**config.mk**
```make
export PLATFORM = sky130hd
export DESIGN_NAME = pop_counters_param
export DESIGN_NICKNAME = d
export VERILOG_FILES = /design/src/rtl/pop_counters_param.sv
export SDC_FILE = /design/constraint.sdc
export NUM_CORES = 1
export LEC_CHECK = 0
export ABC_AREA = 1
export CELL_PAD_IN_SITES_DETAIL_PLACEMENT = 1
export CELL_PAD_IN_SITES_GLOBAL_PLACEMENT = 2
export CORE_ASPECT_RATIO = 1.5
export CORE_MARGIN = 1
export CORE_UTILIZATION = 30
export CTS_CLUSTER_DIAMETER = 120
export DETAILED_ROUTE_END_ITERATION = 7
export PLACE_DENSITY_LB_ADDON = 0.1
export SKIP_LAST_GASP = 1
export SLEW_MARGIN = 20
export SYNTH_ARGS = -nofsm -noshare
export SYNTH_HDL_FRONTEND = slang
export SYNTH_SLANG_ARGS = --single-unit
```
**constraint.sdc**
```tcl
create_clock -name clk -period 1.7 [get_ports clk]
set_input_delay 0.17 -clock clk [delete_from_list [all_inputs] [get_ports clk]]
set_output_delay 0.17 -clock clk [all_outputs]
set_load 0.02 [all_outputs]
```
**src/rtl/pop_counters_param.sv**
```systemverilog
// Bank of NUM_CH independent event counters with a registered one-cycle read port.
// Reads can clear the selected counter. Each channel has a sticky overflow flag.
module pop_counters_param #(
  parameter int NUM_CH   = 5,
  parameter int CNT_W    = 5,
  parameter int IDX_W    = 3,
  parameter bit SATURATE = 1'b0
) (
  input  logic              clk,
  input  logic              reset,
  input  logic [NUM_CH-1:0] pop,
  input  logic              req,
  input  logic [IDX_W-1:0]  idx,
  input  logic              rd_clr,
  output logic              valid,
  output logic [CNT_W-1:0]  data_out,
  output logic              err,
  output logic [NUM_CH-1:0] ovf
);

  // Read handshake: req is sampled at every rising edge and the port never stalls.
  // valid is high for exactly the cycle after a req edge. err is meaningful only
  // while valid is high. data_out holds its last value while valid is low.

  localparam logic [CNT_W-1:0] CNT_MAX = '1;

  logic [CNT_W-1:0]  cnt_q [NUM_CH];
  logic [CNT_W-1:0]  cnt_d [NUM_CH];
  logic [NUM_CH-1:0] ovf_q, ovf_d;
  logic              valid_q, valid_d;
  logic              err_q, err_d;
  logic [CNT_W-1:0]  data_q, data_d;

  logic              in_range;
  logic [CNT_W-1:0]  rd_sel;
  logic [NUM_CH-1:0] clr_sel;

  // Read mux and clear decode. Out-of-range indices select no channel.
  always_comb begin
    in_range = (32'(idx) < NUM_CH);
    rd_sel   = '0;
    clr_sel  = '0;
    for (int i = 0; i < NUM_CH; i++) begin
      if (idx == IDX_W'(i)) begin
        rd_sel     = cnt_q[i];
        clr_sel[i] = req & rd_clr;
      end
    end
  end

  // Per-channel next state. A clearing read restarts the count at this edge's pop.
  always_comb begin
    for (int i = 0; i < NUM_CH; i++) begin
      cnt_d[i] = cnt_q[i];
      ovf_d[i] = ovf_q[i];
      if (clr_sel[i]) begin
        cnt_d[i] = pop[i] ? CNT_W'(1) : '0;
        ovf_d[i] = pop[i] & (cnt_q[i] == CNT_MAX);
      end else if (pop[i]) begin
        if (cnt_q[i] == CNT_MAX) begin
          cnt_d[i] = SATURATE ? CNT_MAX : '0;
          ovf_d[i] = 1'b1;
        end else begin
          cnt_d[i] = cnt_q[i] + CNT_W'(1);
        end
      end
    end
  end

  always_comb begin
    valid_d = req;
    err_d   = req & ~in_range;
    data_d  = data_q;
    if (req) begin
      data_d = in_range ? rd_sel : '0;
    end
  end

  always_ff @(posedge clk) begin
    if (reset) begin
      for (int i = 0; i < NUM_CH; i++) begin
        cnt_q[i] <= '0;
      end
      ovf_q   <= '0;
      valid_q <= 1'b0;
      err_q   <= 1'b0;
      data_q  <= '0;
    end else begin
      for (int i = 0; i < NUM_CH; i++) begin
        cnt_q[i] <= cnt_d[i];
      end
      ovf_q   <= ovf_d;
      valid_q <= valid_d;
      err_q   <= err_d;
      data_q  <= data_d;
    end
  end

  assign valid    = valid_q;
  assign err      = err_q;
  assign data_out = data_q;
  assign ovf      = ovf_q;

endmodule

```
* Word-level counts from Yosys, hierarchy flattened
Memory sizes are Yosys's and may differ from the RTL's.
Index checks and enable logic that the tools add are counted.
** Storage, ports and cells
- Flip-flop bits (word level) :: 12
- Bits in writable memories :: 25
- Output and inout port bits :: 12
- Logic and storage cells :: 107
- Memories kept :: 1
** Memory list
- cnt_q :: depth 5, width 5, read ports 5, clocked after Yosys merged registers in 0, write ports 5, RTL line 27 : logic [CNT_W-1:0] cnt_q [NUM_CH];
** Cells by class
- $add $sub $neg :: 5
- Magnitude comparators :: 1
- Eq/ne operators :: 9
- Multiplexer cells :: 54
- Bitwise gates (word level) :: 13
- Reduce and logical (&&, ||, !) cells :: 16
** Operator list (number)
- two-way mux 5 bit :: 26
- two-way mux 1 bit :: 28
- adder 5 x 1 -> 5 bit, second input constant :: 5
- == test 5 bit, second input constant :: 5
- nonzero test 2 bit :: 10
- AND reduction 2 bit :: 5
- bitwise AND 1 bit :: 7
- == test 3 x 2 -> 1 bit, second input constant :: 2
- OR 1 bit :: 5
- == test 3 x 1 -> 1 bit, second input constant :: 1
- == test 3 bit, second input constant :: 1
- logical NOT 3 bit :: 1
- less-than comparator 3 bit, second input constant :: 1
- inverter 1 bit :: 1

* Depth between registers and ports, before layout
Gate-level depths: netlist of the first run.
- Depth after elaboration :: 7
- Depth in mapped cells :: 9
- Depth with buffers taken out :: 9

* Worst setup path before layout of the first run
No wires, ideal clock.
- Path type :: reg2reg
- Start :: mem cnt_q[2][0] (netlist: cnt_q[0][10])
- End :: mem cnt_q[2][0] (netlist: cnt_q[0][10])
- Library setup time :: 0.086 ns
- Data arrival time :: 1.180 ns
- Slack :: 0.435 ns
- Stages on the path, launching flop included :: 7
- Period minus slack after synthesis :: 1.265 ns
- Cells stage by stage :: dfxtp_1 -> ha_1 -> and3_1 -> ha_1 -> nand2_1 -> nand2_1 -> a211oi_1
** RTL lines (RTL line)
- start, declared :: 27

* Final worst setup path of the first run
- Start :: reg data_q[3] (netlist: data_out[3])
- End :: out data_out[3]
** RTL lines
- start, declared :: RTL line 32 : logic [CNT_W-1:0] data_q, data_d;
- start signal, assigned :: RTL line 95 : data_q <= data_d;
- end, declared :: RTL line 16 : output logic [CNT_W-1:0] data_out,
No word-level cell between the ends.

==> results of run 1 <==
[per-stage QoR]
stage                     setup TNS, ns  instance area, sq um
after floorplan                       0                  1940
after global placement                0                  2310
after detailed placement        -0.0193                  2310
after CTS                             0                  2410
after global routing                  0                  2410
final                                 0                  2410
[flip-flops by register name (all words and copies together), names as in the netlist]
name / count
cnt_q: 25
ovf: 5
err: 1
valid: 1
data_out: 5
[cells by family after synthesis]
family	synth area share
flops	0.381
fa+ha+maj	0.0644
buf+inv	0.0818
simple gates	0.314
compound gates	0.140
xor+xnor	0.0180
[power by group through the flow]
stage / registers, uW / clock network, uW / logic (uW)
after floorplan: 937 / 0 / 133
after global placement: 936 / 0 / 237
after detailed placement: 936 / 0 / 240
after CTS: 916 / 723 / 241
after global routing: 920 / 760 / 268
final: 915 / 684 / 236
[worst paths after layout]
| check | endpoint | slack [ns] | cells past startpoint |
|---|---|---|---|
| setup / recovery | data_out[3] | 0.27 | 1 |
| setup reg to reg | cnt_q[0][10] | 0.29 | 6 |
| hold / removal | ovf[3] | 0.47 | 2 |
| hold reg to reg | ovf[3] | 0.47 | 2 |
[routing by layer]
metal  vias to the layer above  track usage  wire, microns
met1                       857        0.196           2210
met3                         5       0.0238             94
li1                        967            -              -
met5                         -            0              0
met4                         0       0.0786             90
met2                        21        0.313           2790
[area by class of cell]
type,count,share of cell area
multi-input combinational,200,0.433
sequential,37,0.308
timing repair buffer,32,0.124
inverter,35,0.0556
clock buffer,7,0.0400
tap,74,0.0384
clock inverter,1,0.00208
[cell usage after synthesis, types with 2 or more instances]
master,count,share of area
nand2_1,73,0.14
dfxtp_1,37,0.38
inv_1,31,0.060
nor2_1,28,0.054
a21oi_1,25,0.064
nand3_1,18,0.046
ha_1,10,0.064
o21ai_0,10,0.026
nand4_1,5,0.016
nor3_1,5,0.013
a211oi_1,4,0.015
a21oi_2,4,0.018
xor2_1,4,0.018
clkbuf_1,3,0.0058
inv_2,3,0.0058
o21ai_1,3,0.0077
buf_2,2,0.0052
nand2_2,2,0.0064
o21ai_2,2,0.0090
==> results.py, run 1 <==
metrics = {
    "die": {
        "die_area_sq_um": 6810,
        "rows": 35,
        "fp.dieW_microns": 67.7,
        "initial_core_util": 0.314,
        "io_pins": 24,
        "fp.coreArea_sq_um": 6170,
        "die_h_microns": 101,
    },
    "cells_and_area": {
        "mostFrequentLayoutCell": "nand2_1",
        "diodes": 0,
        "final_nets": 333,
        "fin_util": 0.390,
        "layoutNonFillerInstCount": 386,
        "synthToLayoutAreaGrowth_pct": 24.0,
        "multiInputGateArea_sq_um": 1040,
        "final_cell_mix": "nand2_1 (73), dfxtp_1 (37), inv_1 (31), nor2_1 (28), a21oi_1 (25)",
        "layout-drive-gt1-share": 0.109,
        "fill_cells": 808,
        "seq_area_sq_um": 741,
    },
    "synthesis": {
        "ys_seq_area_frac": 0.381,
        "ys.flop_type": "dfxtp_1",
        "avgSynthCellArea_sq_um": 6.99,
        "synth_seq_cells": 37,
        "netlist_area_sq_um": 1940,
        "async_reset_ff_frac": 0,
        "synth_cell_types": 28,
        "syn_nets": 300,
        "syn-instance-count": 278,
        "yosys_warnings": 0,
        "synth_edf_count": 0,
    },
    "worst_setup_path": {
        "crit_slowest_cell": "clkdlybuf4s50_1",
        "crit_arrival_ns": 1.26,
        "worstPathMaxFanout": 2,
        "crit_path_cell_trace": "clkdlybuf4s50_1",
        "worstSetupStartpointType": "register",
        "required_ns": 1.53,
        "cp-end-kind": "output pin",
        "startpoint": "data_out[3]",
        "cp_num_buf_inv": 1,
        "worstSetupPathType": "register to output pin",
        "crit_family": "buffers and inverters",
        "r2r_start": "cnt_q[0][10]",
        "slowest_delay_ns": 0.61,
    },
    "power": {
        "switchingPower_uw": 481,
        "p_clk_frac": 0.373,
        "power_density_nw_per_um2": 762,
        "ir_drop_v": 0.000289,
        "p_int_uw": 1350,
        "leakage_uw": 0.00103,
        "finalPower_uw": 1840,
        "swShare": 0.262,
        "power_frac_comb": 0.129,
        "power_frac_seq": 0.499,
    },
    "place": {
        "placed_cells": 378,
        "dpl.hpwl_microns": 4150,
        "gp_congestion": 0.696,
        "dp_worst_setup_slack_ns": -0.0101,
        "io_buffers": 23,
    },
    "timing": {
        "finalSetupViolations": 0,
        "fin_crit_sh": 0.841,
        "fmax_ghz": 0.699,
        "relSlewSlack": 0.724,
        "setup_ws_ns": 0.270,
        "period_needed_ns": 1.43,
        "rsz0062_at_grt": "false",
        "slew_viol_final": 0,
        "worst_hold_slack_ns": 0.470,
        "tightest_slew_ns": 0.414,
        "fin_skew_ns": 0.00400,
        "hold_viol": 0,
    },
    "outcome": {
        "status": "finished clean",
    },
    "cts": {
        "holdBufCountCts": 0,
        "cts-root-buf": "clkbuf_8",
        "cts_tree": "yes",
        "clk_latency_ns": 0.29,
        "htreeDepth": 2,
        "clock_sinks": 37,
        "clk_pin_slew_ns": 0.07,
        "cts_setup_buffers": 0,
        "clockBufferDepth": 2,
        "cts_resized": 0,
        "tritoncts.num_buffers": 5,
    },
    "worst_hold_path": {
        "worst_hold_startpoint": "ovf[3]",
        "hold_class": "register to register",
    },
    "global_route": {
        "grt_pass1_wl_microns": 8780,
        "grt_pass1_vias": 1876,
        "antenna_found_initial": 0,
        "grt_max_degree": 16,
        "grtUsageTotal": 0.175,
        "globalRouteOverflowTotal": 0,
    },
    "drt": {
        "ant_nets": 0,
        "first_pass_iters": 4,
        "drt_iter0_markers": 47,
        "viasPerCell": 4.79,
        "wl_per_cell_microns": 13.4,
        "num_vias": 1850,
        "drc_errors": 0,
        "wl_microns": 5190,
    },
    "flow_run": {
        "maxCapViolations": 0,
    },
}
(Power assumes the default switching activity.)
==> run 2: changes to the inputs <==
--- a/config.mk
+++ b/config.mk
@@ -10,7 +10,7 @@
 export CELL_PAD_IN_SITES_GLOBAL_PLACEMENT = 2
 export CORE_ASPECT_RATIO = 1.5
 export CORE_MARGIN = 1
-export CORE_UTILIZATION = 30
+export CORE_UTILIZATION = 28
 export CTS_CLUSTER_DIAMETER = 120
 export DETAILED_ROUTE_END_ITERATION = 7
 export PLACE_DENSITY_LB_ADDON = 0.1
==> constraint.sdc (replaced) <==
create_clock -name clk -period 1.2 [get_ports clk]
set_input_delay 0.12 -clock clk [delete_from_list [all_inputs] [get_ports clk]]
set_output_delay 0.12 -clock clk [all_outputs]
set_load 0.02 [all_outputs]
==> run 2 against run 1 <==
  * Count of clock-buffer cells in the layout did not move
  * Register-to-register slack got worse by 0.29 ns
  * Hold slack got worse by 0.093 ns
  * Global-route usage fell by 0.76 points
  * Combinational power rose by 98%
  * Clock power rose by 32%
  * Sequential share of layout area fell by 4.6 points
  * First-iteration DRC count rose by 6.4%
  * Critical path type is now register to register
==> results.py, run 2 (synthesis gave the netlist of run 1 again) <==
metrics = {
    "outcome": {
        "status": "finished clean",
    },
    "drt": {
        "wl_microns": 5920,
        "wl_per_cell_microns": 14.1,
        "drt_iter0_markers": 50,
        "first_pass_iters": 4,
        "ant_nets": 0,
        "drc_errors": 0,
        "viasPerCell": 4.80,
        "num_vias": 2016,
    },
    "power": {
        "switchingPower_uw": 734,
        "power_frac_seq": 0.487,
        "power_frac_comb": 0.175,
        "finalPower_uw": 2670,
        "p_clk_frac": 0.338,
        "leakage_uw": 0.00129,
        "swShare": 0.275,
        "ir_drop_v": 0.000358,
        "p_int_uw": 1940,
        "power_density_nw_per_um2": 926,
    },
    "worst_setup_path": {
        "r2r_start": "cnt_q[0][15]",
        "cp-end-kind": "register",
        "worstPathMaxFanout": 2,
        "startpoint": "cnt_q[0][15]",
        "worstSetupStartpointType": "register",
        "required_ns": 1.42,
        "worstSetupPathType": "register to register",
        "crit_arrival_ns": 1.42,
    },
    "timing": {
        "fmax_ghz": 0.835,
        "tightest_slew_ns": 0.348,
        "hold_viol": 0,
        "fin_crit_sh": 0.998,
        "finalSetupViolations": 0,
        "period_needed_ns": 1.20,
        "slew_viol_final": 0,
        "fin_skew_ns": 0.00747,
        "relSlewSlack": 0.767,
        "setup_ws_ns": 0.00251,
        "rsz0062_at_grt": "true",
    },
    "cells_and_area": {
        "layout-drive-gt1-share": 0.346,
        "layoutNonFillerInstCount": 420,
        "fin_util": 0.439,
        "synthToLayoutAreaGrowth_pct": 48.7,
        "final_cell_mix": "nand2_1 (59), buf_4 (41), inv_1 (28), dfxtp_1 (26), nor2_1 (24)",
        "largest_reg_flops": 25,
        "regMostFlops": "cnt_q",
        "mostFrequentLayoutCell": "nand2_1",
        "diodes": 0,
        "final_nets": 366,
    },
    "die": {
        "rows": 36,
        "initial_core_util": 0.295,
        "io_pins": 24,
        "fp.dieW_microns": 70.0,
        "fp.coreArea_sq_um": 6580,
        "die_area_sq_um": 7280,
        "die_h_microns": 104,
    },
    "global_route": {
        "grtUsageTotal": 0.167,
        "grt_pass1_vias": 2095,
        "grt_pass1_wl_microns": 9670,
        "grt_max_degree": 16,
        "antenna_found_initial": 0,
        "globalRouteOverflowTotal": 0,
    },
    "cts": {
        "htreeDepth": 2,
        "cts_tree": "yes",
        "clock_sinks": 37,
        "clockBufferDepth": 2,
        "cts-root-buf": "clkbuf_8",
        "clk_pin_slew_ns": 0.07,
        "clk_latency_ns": 0.29,
        "tritoncts.num_buffers": 5,
    },
    "worst_hold_path": {
        "worst_hold_startpoint": "idx[0]",
        "hold_class": "input port to register",
    },
    "place": {
        "dp_worst_setup_slack_ns": -0.499,
        "placed_cells": 408,
        "gp_congestion": 0.807,
        "io_buffers": 23,
        "dpl.hpwl_microns": 4570,
    },
    "flow_run": {
        "maxCapViolations": 0,
    },
}
## run 2: final timing paths
| check | to | slack, ns | cells after the start |
|---|---|---|---|
| worst min-delay path | cnt_q[0][10] | 0.38 | 5 |
| worst min register to register | ovf[4] | 0.46 | 2 |
| worst max-delay path | ovf[3] | 0.003 | 7 |
| worst max register to register | ovf[3] | 0.003 | 7 |
## run 2: power by group through the flow
stage / clock network (uW) / registers [uW] / logic, uW
floorplan: 0 / 1330 / 189
global placement: 0 / 1310 / 423
detailed placement: 0 / 1310 / 427
CTS: 940 / 1300 / 447
global route: 980 / 1310 / 523
finish: 903 / 1300 / 468
## run 2: stage by stage
step	TNS [ns]	instance area, sq um	hold slack, ns
global placement	-13.05	2530	0.443
floorplan	-0.00893	1950	0.191
CTS	-0.0474	2760	0.465
global route	-0.255	2890	0.413
finish	0	2890	0.377
detailed placement	-13.24	2530	0.453
## run 2: worst max-delay path: stages (launching register included)
cell	delay (ns)
dfxtp_2	0.36
ha_4	0.14
nand2_2	0.06
nor2_2	0.09
ha_2	0.17
nand2_2	0.06
buf_4	0.14
o21ai_1	0.11
## run 2: per-layer routing
layer,share of wire,vias to the layer above,routed length (microns),track usage
li1,-,1031,-,-
met1,0.41,960,2430,0.180
met2,0.56,16,3300,0.321
met3,0.014,9,85,0.0242
met4,0.018,0,106,0.0586
met5,0,-,0,0
## run 2: what timing repair did
action,in CTS,in global routing
setup buffers,2,3
pin swaps,14,9
hold buffers,0,0
endpoints found under the setup margin,45,27
resized for setup,55,35
## run 2: layout make-up
class,count,area (sq um)
timing repair buffer,65,532
tap,76,95.1
clock buffer,7,86.3
inverter,35,136
fill,838,3690
sequential,37,754
multi-input combinational,200,1280
==> run 3: changes to the inputs <==
--- a/config.mk
+++ b/config.mk
@@ -10,7 +10,7 @@
 export CELL_PAD_IN_SITES_GLOBAL_PLACEMENT = 2
 export CORE_ASPECT_RATIO = 1.5
 export CORE_MARGIN = 1
-export CORE_UTILIZATION = 28
+export CORE_UTILIZATION = 30
 export CTS_CLUSTER_DIAMETER = 120
 export DETAILED_ROUTE_END_ITERATION = 7
 export PLACE_DENSITY_LB_ADDON = 0.1
==> constraint.sdc (replaced) <==
create_clock -name clk -period 1.26 [get_ports clk]
set_input_delay 0.126 -clock clk [delete_from_list [all_inputs] [get_ports clk]]
set_output_delay 0.126 -clock clk [all_outputs]
set_load 0.02 [all_outputs]
==> run 3 against run 2 <==
  * Fmax fell by 3.5%
  * First-iteration DRC count decreased by 14%
  * Clock skew is 0.0014 ns lower
  * Sequential power decreased by 5%
  * Sequential share of layout area is 1.0 points higher
  * Cell count shrank 1.7%
  * Wire length fell by 8.7%
  * Critical path depth fell by 1
  * Setup slack better by 0.017 ns
==> results.py, run 3 (synthesis gave the netlist of run 1 again) <==
metrics = {
    "worst_setup_path": {
        "worstPathMaxFanout": 3,
        "r2r_start": "cnt_q[0][11]",
        "cp-end-kind": "register",
        "crit_arrival_ns": 1.44,
        "startpoint": "cnt_q[0][11]",
        "worstSetupStartpointType": "register",
        "required_ns": 1.46,
        "worstSetupPathType": "register to register",
    },
    "global_route": {
        "grt_pass1_vias": 1910,
        "antenna_found_initial": 0,
        "grt_max_degree": 16,
        "top_usage_layer": "met2",
        "met1_usage": 0.201,
        "globalRouteMet2Util": 0.318,
        "grtUsageTotal": 0.175,
        "gr-usage-met3": 0.0238,
        "globalRouteOverflowTotal": 0,
        "grt_pass1_wl_microns": 8800,
    },
    "cts": {
        "cts-root-buf": "clkbuf_8",
        "holdBufCountCts": 0,
        "clk_latency_ns": 0.29,
        "cts_tree": "yes",
        "clk_pin_slew_ns": 0.08,
        "tritoncts.num_buffers": 5,
        "clock_sinks": 37,
        "htreeDepth": 2,
        "clockBufferDepth": 2,
    },
    "place": {
        "dpl.hpwl_microns": 4310,
        "placed_cells": 401,
        "io_buffers": 23,
        "gp_congestion": 0.771,
    },
    "drt": {
        "num_vias": 1960,
        "drt_iter0_markers": 43,
        "ant_nets": 0,
        "viasPerCell": 4.75,
        "wl_microns": 5410,
        "drc_errors": 0,
        "first_pass_iters": 4,
        "wl_per_cell_microns": 13.1,
    },
    "die": {
        "die_area_sq_um": 6810,
        "io_pins": 24,
        "initial_core_util": 0.314,
        "die_h_microns": 101,
        "fp.coreArea_sq_um": 6170,
        "fp.dieW_microns": 67.7,
        "rows": 35,
    },
    "cells_and_area": {
        "fin_util": 0.449,
        "regMostFlops": "cnt_q",
        "seq_area_sq_um": 752,
        "final_cell_mix": "nand2_1 (61), buf_4 (35), inv_1 (28), dfxtp_1 (28), a21oi_1 (24)",
        "fill_cells": 775,
        "synthToLayoutAreaGrowth_pct": 42.7,
        "diodes": 0,
        "multiInputGateArea_sq_um": 1200,
        "mostFrequentLayoutCell": "nand2_1",
        "final_nets": 361,
        "largest_reg_flops": 25,
        "layoutNonFillerInstCount": 413,
        "layout-drive-gt1-share": 0.310,
    },
    "timing": {
        "tightest_slew_ns": 0.396,
        "hold_viol": 0,
        "fmax_ghz": 0.806,
        "fin_crit_sh": 0.985,
        "fin_skew_ns": 0.00603,
        "finalSetupViolations": 0,
        "rsz0062_at_grt": "true",
        "period_needed_ns": 1.24,
        "relSlewSlack": 0.735,
        "slew_viol_final": 0,
    },
    "power": {
        "switchingPower_uw": 668,
        "leakage_uw": 0.00124,
        "power_density_nw_per_um2": 904,
        "p_int_uw": 1840,
        "ir_drop_v": 0.000392,
        "swShare": 0.267,
        "power_frac_seq": 0.493,
        "p_clk_frac": 0.338,
        "power_frac_comb": 0.169,
    },
    "worst_hold_path": {
        "hold_class": "input port to register",
        "worst_hold_startpoint": "idx[2]",
    },
    "flow_run": {
        "maxCapViolations": 0,
    },
    "outcome": {
        "status": "finished clean",
    },
}
==> run 3: through the flow <==
step                hold slack, ns  setup WS (ns)  power [uW]  instance area (sq um)  setup TNS, ns
CTS                          0.463        -0.0177        2520                   2630        -0.0177
floorplan                    0.204         0.0169        1440                   1940              0
global route                 0.439        -0.0339        2640                   2770         -0.215
finish                       0.410         0.0193        2510                   2770              0
detailed placement           0.454         -0.331        1640                   2480          -8.73
global placement             0.442         -0.340        1640                   2480          -8.47
==> run 3: routing by layer <==
layer	up-vias	part of all wire	wire, microns
li1	1022	-	-
met1	914	0.42	2290
met2	19	0.55	2960
met3	5	0.015	83
met4	0	0.014	78
met5	-	0	0
==> run 3: layout make-up <==
class,count,share of cell area
Timing Repair Buffer,60,0.182
Sequential cell,37,0.271
Clock buffer,7,0.0312
Inverter,35,0.0483
Tap cell,74,0.0334
Multi-Input combinational cell,200,0.433
==> run 3: power groups by stage <==
| stage | logic, uW | clock network (uW) | registers [uW] |
|---|---|---|---|
| floorplan | 179 | 0 | 1260 |
| global placement | 387 | 0 | 1250 |
| detailed placement | 390 | 0 | 1250 |
| CTS | 405 | 887 | 1230 |
| global route | 474 | 927 | 1240 |
| finish | 423 | 847 | 1240 |
==> run 3: final timing paths <==
path / cells after the start / end / slack (ns)
setup / recovery: 6 / cnt_q[0][10] / 0.02
hold / removal: 5 / err / 0.41
setup reg to reg: 6 / cnt_q[0][10] / 0.02
hold reg to reg: 2 / ovf[3] / 0.45
==> run 3: worst max-delay path: stages (launching register included) <==
cell      delay (ns)
dfxtp_2         0.34
ha_4            0.16
and3_4          0.18
ha_4            0.15
nand2_4         0.07
nand2_2         0.05
a211oi_2        0.20
==> run 3: timing repair <==
| action | 4_1_cts | 5_1_grt |
|---|---|---|
| resized for setup | 31 | 38 |
| setup buffers | 3 | 2 |
| pin swaps | 4 | 14 |
| endpoints found under the setup margin | 26 | 28 |
